<file path="config.mk">
export PLATFORM = sky130hd
export DESIGN_NAME = huc6260_palette_ctrl
export DESIGN_NICKNAME = d
export VERILOG_FILES = /design/src/rtl/huc6260_palette_ctrl_pkg.sv /design/src/rtl/huc6260_palette_ctrl_cta_counter.sv /design/src/rtl/huc6260_palette_ctrl.sv
export SDC_FILE = /design/constraint.sdc
export NUM_CORES = 1
export LEC_CHECK = 0
export ABC_AREA = 1
export BUFFER_PORTS_ARGS = -buffer_cell sky130_fd_sc_hd__buf_2
export CAP_MARGIN = 20
export CORE_ASPECT_RATIO = 1.2
export CORE_MARGIN = 8
export CORE_UTILIZATION = 48
export DETAILED_ROUTE_END_ITERATION = 10
export PLACE_DENSITY_LB_ADDON = 0.2
export SLEW_MARGIN = 20
export SYNTH_ARGS = -nofsm -noshare
export SYNTH_HDL_FRONTEND = slang
export SYNTH_SLANG_ARGS = --single-unit
export TNS_END_PERCENT = 50
</file>
<file path="constraint.sdc">
create_clock -name clock -period 1.5 [get_ports clock]
set_input_delay 0.3 -clock clock [delete_from_list [all_inputs] [get_ports clock]]
set_output_delay 0.3 -clock clock [all_outputs]
set_load 0.1 [all_outputs]
</file>
<file path="src/rtl/huc6260_palette_ctrl_pkg.sv">
// Shared definitions for the HuC6260 VCE colour-table sequencer:
// register indices, sequencer states and palette depth.
package huc6260_pkg;

    localparam int PAL_ENTRIES = 512;

    localparam logic [2:0] REG_CTRL   = 3'd0;
    localparam logic [2:0] REG_RSVD   = 3'd1;
    localparam logic [2:0] REG_CTA_LO = 3'd2;
    localparam logic [2:0] REG_CTA_HI = 3'd3;
    localparam logic [2:0] REG_CTW_LO = 3'd4;
    localparam logic [2:0] REG_CTW_HI = 3'd5;
    localparam logic [2:0] REG_CTR_LO = 3'd6;
    localparam logic [2:0] REG_CTR_HI = 3'd7;

    // ST_STEP is the post-read cycle in which CTA advances before the prefetch
    typedef enum logic [2:0] {
        ST_IDLE     = 3'd0,
        ST_WRITE    = 3'd1,
        ST_STEP     = 3'd2,
        ST_PREFETCH = 3'd3,
        ST_CAPTURE  = 3'd4,
        ST_CLEAR    = 3'd5
    } state_t;

endpackage

</file>
<file path="src/rtl/huc6260_palette_ctrl_cta_counter.sv">
// Colour-table address register: byte-wise loads from the CPU and a
// wrapping auto-increment used after CTW writes and CTR-high reads.
module huc6260_cta_counter
    import huc6260_pkg::*;
#(
    parameter int ADDR_WIDTH = 9
) (
    input  logic                  clock,
    input  logic                  reset,
    input  logic                  i_load_lo,
    input  logic                  i_load_hi,
    input  logic                  i_inc,
    input  logic [7:0]            i_din,
    output logic [ADDR_WIDTH-1:0] o_cta
);

    logic [ADDR_WIDTH-1:0] r_cta;

    always_ff @(posedge clock or posedge reset) begin
        if (reset) begin
            r_cta <= '0;
        end else if (i_load_lo) begin
            r_cta[7:0] <= i_din;
        end else if (i_load_hi) begin
            r_cta[ADDR_WIDTH-1:8] <= i_din[ADDR_WIDTH-9:0];
        end else if (i_inc) begin
            r_cta <= r_cta + 1'b1;
        end
    end

    assign o_cta = r_cta;

endmodule

</file>
<file path="src/rtl/huc6260_palette_ctrl.sv">
// CPU-side sequencer for the HuC6260 colour-table RAM port A.
// Optional power-up palette clear: define HUC6260_PALETTE_CLEAR_EN.
module huc6260_palette_ctrl
    import huc6260_pkg::*;
#(
    parameter int ADDR_WIDTH = 9,
    parameter int DATA_WIDTH = 9
) (
    input  logic                  clock,
    input  logic                  reset,
    input  logic                  cpu_req,
    input  logic                  cpu_we,
    input  logic [2:0]            cpu_addr,
    input  logic [7:0]            cpu_din,
    output logic [7:0]            cpu_dout,
    output logic                  cpu_ack,
    output logic [7:0]            ctrl_reg,
    output logic                  busy,
    output logic [ADDR_WIDTH-1:0] pal_addr,
    output logic [DATA_WIDTH-1:0] pal_data,
    output logic                  pal_wren,
    input  logic [DATA_WIDTH-1:0] pal_q
);

`ifdef HUC6260_PALETTE_CLEAR_EN
    localparam state_t ST_RESET = ST_CLEAR;
`else
    localparam state_t ST_RESET = ST_IDLE;
`endif

    state_t                r_state;
    state_t                w_next;
    logic                  w_accept;
    logic                  w_wr;
    logic                  w_rd;
    logic [ADDR_WIDTH-1:0] w_cta;
    logic [7:0]            r_wlo;
    logic [DATA_WIDTH-1:0] r_rbuf;
    logic [DATA_WIDTH-1:0] r_wdata;
    logic [7:0]            r_dout;
    logic                  r_ack;
    logic [7:0]            r_ctrl;

    assign w_accept = (r_state == ST_IDLE) && cpu_req;
    assign w_wr     = w_accept && cpu_we;
    assign w_rd     = w_accept && !cpu_we;

    huc6260_cta_counter #(.ADDR_WIDTH(ADDR_WIDTH)) u_cta (
        .clock     (clock),
        .reset     (reset),
        .i_load_lo (w_wr && (cpu_addr == REG_CTA_LO)),
        .i_load_hi (w_wr && (cpu_addr == REG_CTA_HI)),
        .i_inc     ((r_state == ST_WRITE) || (r_state == ST_STEP)),
        .i_din     (cpu_din),
        .o_cta     (w_cta)
    );

`ifdef HUC6260_PALETTE_CLEAR_EN
    logic [ADDR_WIDTH-1:0] r_clr;

    always_ff @(posedge clock or posedge reset) begin
        if (reset) begin
            r_clr <= '0;
        end else if (r_state == ST_CLEAR) begin
            r_clr <= r_clr + 1'b1;
        end
    end
`endif

    always_ff @(posedge clock or posedge reset) begin
        if (reset) begin
            r_state <= ST_RESET;
        end else begin
            r_state <= w_next;
        end
    end

    always_comb begin
        w_next = r_state;
        case (r_state)
            ST_IDLE: begin
                if (w_wr && ((cpu_addr == REG_CTA_LO) || (cpu_addr == REG_CTA_HI))) begin
                    w_next = ST_PREFETCH;
                end else if (w_wr && (cpu_addr == REG_CTW_HI)) begin
                    w_next = ST_WRITE;
                end else if (w_rd && (cpu_addr == REG_CTR_HI)) begin
                    w_next = ST_STEP;
                end
            end
            ST_WRITE:    w_next = ST_IDLE;
            ST_STEP:     w_next = ST_PREFETCH;
            ST_PREFETCH: w_next = ST_CAPTURE;
            ST_CAPTURE:  w_next = ST_IDLE;
            ST_CLEAR: begin
`ifdef HUC6260_PALETTE_CLEAR_EN
                if (r_clr == ADDR_WIDTH'(PAL_ENTRIES - 1)) begin
                    w_next = ST_IDLE;
                end
`else
                w_next = ST_IDLE;
`endif
            end
            default:     w_next = ST_IDLE;
        endcase
    end

    // Write enable is decoded from state so an async reset kills it at once
    always_comb begin
        busy     = (r_state != ST_IDLE);
        pal_wren = (r_state == ST_WRITE);
        pal_addr = w_cta;
        pal_data = r_wdata;
`ifdef HUC6260_PALETTE_CLEAR_EN
        if (r_state == ST_CLEAR) begin
            pal_wren = 1'b1;
            pal_addr = r_clr;
            pal_data = '0;
        end
`endif
    end

    always_ff @(posedge clock or posedge reset) begin
        if (reset) begin
            r_wlo   <= '0;
            r_rbuf  <= '0;
            r_wdata <= '0;
            r_dout  <= '0;
            r_ack   <= 1'b0;
            r_ctrl  <= '0;
        end else begin
            r_ack <= w_accept;
            if (w_wr) begin
                case (cpu_addr)
                    REG_CTRL:   r_ctrl  <= cpu_din;
                    REG_CTW_LO: r_wlo   <= cpu_din;
                    REG_CTW_HI: r_wdata <= DATA_WIDTH'({cpu_din[0], r_wlo});
                    default:    ;
                endcase
            end
            if (w_rd) begin
                case (cpu_addr)
                    REG_CTRL:   r_dout <= r_ctrl;
                    REG_CTR_LO: r_dout <= r_rbuf[7:0];
                    REG_CTR_HI: r_dout <= {7'h7F, r_rbuf[8]};
                    default:    r_dout <= 8'hFF;
                endcase
            end
            if (r_state == ST_CAPTURE) begin
                r_rbuf <= pal_q;
            end
        end
    end

    assign cpu_dout = r_dout;
    assign cpu_ack  = r_ack;
    assign ctrl_reg = r_ctrl;

endmodule

</file>
==> out/metrics.cfg <==
[timing]
period_share = 1.03
fin_skew_ns = 0.00642
fmax_mhz = 645
rsz0062_at_grt = true
fin_ws_ns = -0.0505
setup_viol = 2
period_minus_slack_ns = 1.55
worst_pin_slew_ns = 0.496
hold_viol_final = 0
slew_headroom = 0.672
slew_violations = 0

[place]
gp_congestion = 0.824
post-place-cells = 456
io_buffers = 60
hpwlAfterDp_mm = 4.85

[detailed_routing]
drt_iter0_drc = 72
via_per_inst = 4.93
wirelength_mm = 6.58
ant_nets = 0
avgRoutedWirePerCell_um = 13.9
vias = 2335
drc = 0
first_pass_iters = 4

[worst_setup_path]
cp-start-kind = flop
criticalPathCategory = reg2out
rr_startpoint = r_state[1]
cp.arrival_ns = 1.25
crit_required_ns = 1.20
critPathCaptureType = output pin
critPathMaxFanout = 4
startpoint = r_state[1]

[yosys]
synthesis.nets = 355
synth-seq-area-share = 0.508
syn_area_um2 = 2710
synth_ff_type = dfrtp_1
postSynthCellCount = 330
ys_warn_count = 0
ys_ff_latch = 55
async_flop_share = 1.00
synth.distinct_cells = 30
synth_edf_count = 0
avgSynthCellArea_um2 = 8.22

[floorplanning]
die_h_um = 98.3
dieArea_um2 = 8320
io_pins = 61
core_area_um2 = 5560
initial_core_util = 0.488
rows = 30
die_x_um = 84.6

[global_route]
grt_pass1_vias = 2372
antenna_found_initial = 0
grt_overflow = 0
grt_max_degree = 38
grt_use_total = 0.155
grt_pass1_wl_mm = 10.7

[cells_and_area]
regArea_um2 = 1390
final_common_cell = nand2_1
nNetsFinal = 434
fin_cells = 474
layout_common_cells = nand2_1, buf_2, dfrtp_1
drive_gt1_frac = 0.298
syn2layout_area_growth_pct = 26.4
diodes = 0
multiInputGateArea_um2 = 1160
nFillCells = 507

[run_status]
outcome = finished, violations left
violations = negative setup slack

[clock_tree]
cts_root_buf = clkbuf_8
cts_tree = built
htreeDepth = 2
numCtsBuffers = 5
clock-sinks = 55
clock_latency_ns = 0.31
clk_pin_slew_worst_paths_ns = 0.10
cts_buffer_depth = 2

[worst_hold_path]
min_path_type = in2reg
min_from = cpu_din[1]

[flow_run]
cap_violations = 0

stage by stage:
stage / TNS, ns / hold slack, ns / setup WS (ns) / instance area [um2] / utilization
floorplan: -0.123 / 0.374 / -0.123 / 2740 / -
global placement: 0 / 0.335 / 0.0348 / 3170 / 0.571
detailed placement: 0 / 0.344 / 0.00595 / 3170 / 0.571
CTS: -0.0490 / 0.212 / -0.0379 / 3310 / 0.596
global route: -0.752 / 0.230 / -0.0949 / 3430 / 0.617
finish: -0.0847 / 0.221 / -0.0505 / 3430 / 0.617
synthesized netlist by cell type (all sizes together), types with 3 or more instances:
cell | number | area (um2)
dfrtp | 55 | 1380
or2 | 7 | 43.8
buf | 6 | 50.0
nand2 | 102 | 395
nor2 | 33 | 178
nand3 | 16 | 97.6
inv | 48 | 180
a21oi | 15 | 75.1
o22ai | 6 | 37.5
o21a | 8 | 60.1
o21ai | 22 | 110
nand4 | 3 | 33.8
critical path: stages (launching register included):
cell and delay [ns]:
dfrtp_1 0.44, nor2_4 0.22, nand2_2 0.11, buf_12 0.18
layout make-up:
| cell class | instances | share of cell area |
|---|---|---|
| Clock buffer | 5 | 0.0201 |
| Timing Repair Buffer | 75 | 0.143 |
| Multi-Input combinational cell | 224 | 0.340 |
| Inverter | 48 | 0.0544 |
| Sequential cell | 55 | 0.406 |
| Clock inverter | 3 | 0.0139 |
| Tap cell | 64 | 0.0234 |
kinds of logic after synthesis:
| logic type | Yosys count | synth area share |
|---|---|---|
| DFF | 55 | 0.508 |
| muxes | 1 | 0.00415 |
| and+or+nand+nor | 165 | 0.285 |
| AOI/OAI and AO/OA | 52 | 0.107 |
| xor gates and xnor gates | 2 | 0.00646 |
| buffers and inverters | 54 | 0.0849 |
| adders and majority gates | 1 | 0.00461 |
timing repair:
action / in CTS / in global routing
gates cloned: 0 / 3
endpoints found under the setup margin: 4 / 45
hold buffers: 1 / 0
hold endpoints to repair: 12 / 0
pin swaps: 2 / 10
setup buffers: 1 / 5
resized for setup: 2 / 14
routing by layer:
layer,GRT usage,routed length [um]
met3,0.0412,299
met2,0.275,3430
met1,0.173,2740
met4,0.0549,119
met5,0,0
path summary, 6_finish.rpt:
check,end,slack [ns],cells past startpoint
max in group asynchronous,cpu_ack,0.42,4
worst max-delay path,busy,-0.05,3
min in group asynchronous,r_wlo[5],0.54,3
worst max register to register,u_cta.o_cta[6],0.01,7
worst min-delay path,ctrl_reg[1],0.22,3
worst min register to register,pal_data[0],0.48,2
Power is left out: the tool's default activity adds up to more than one toggle a clock period on the data nets, which glitch-free logic cannot reach.
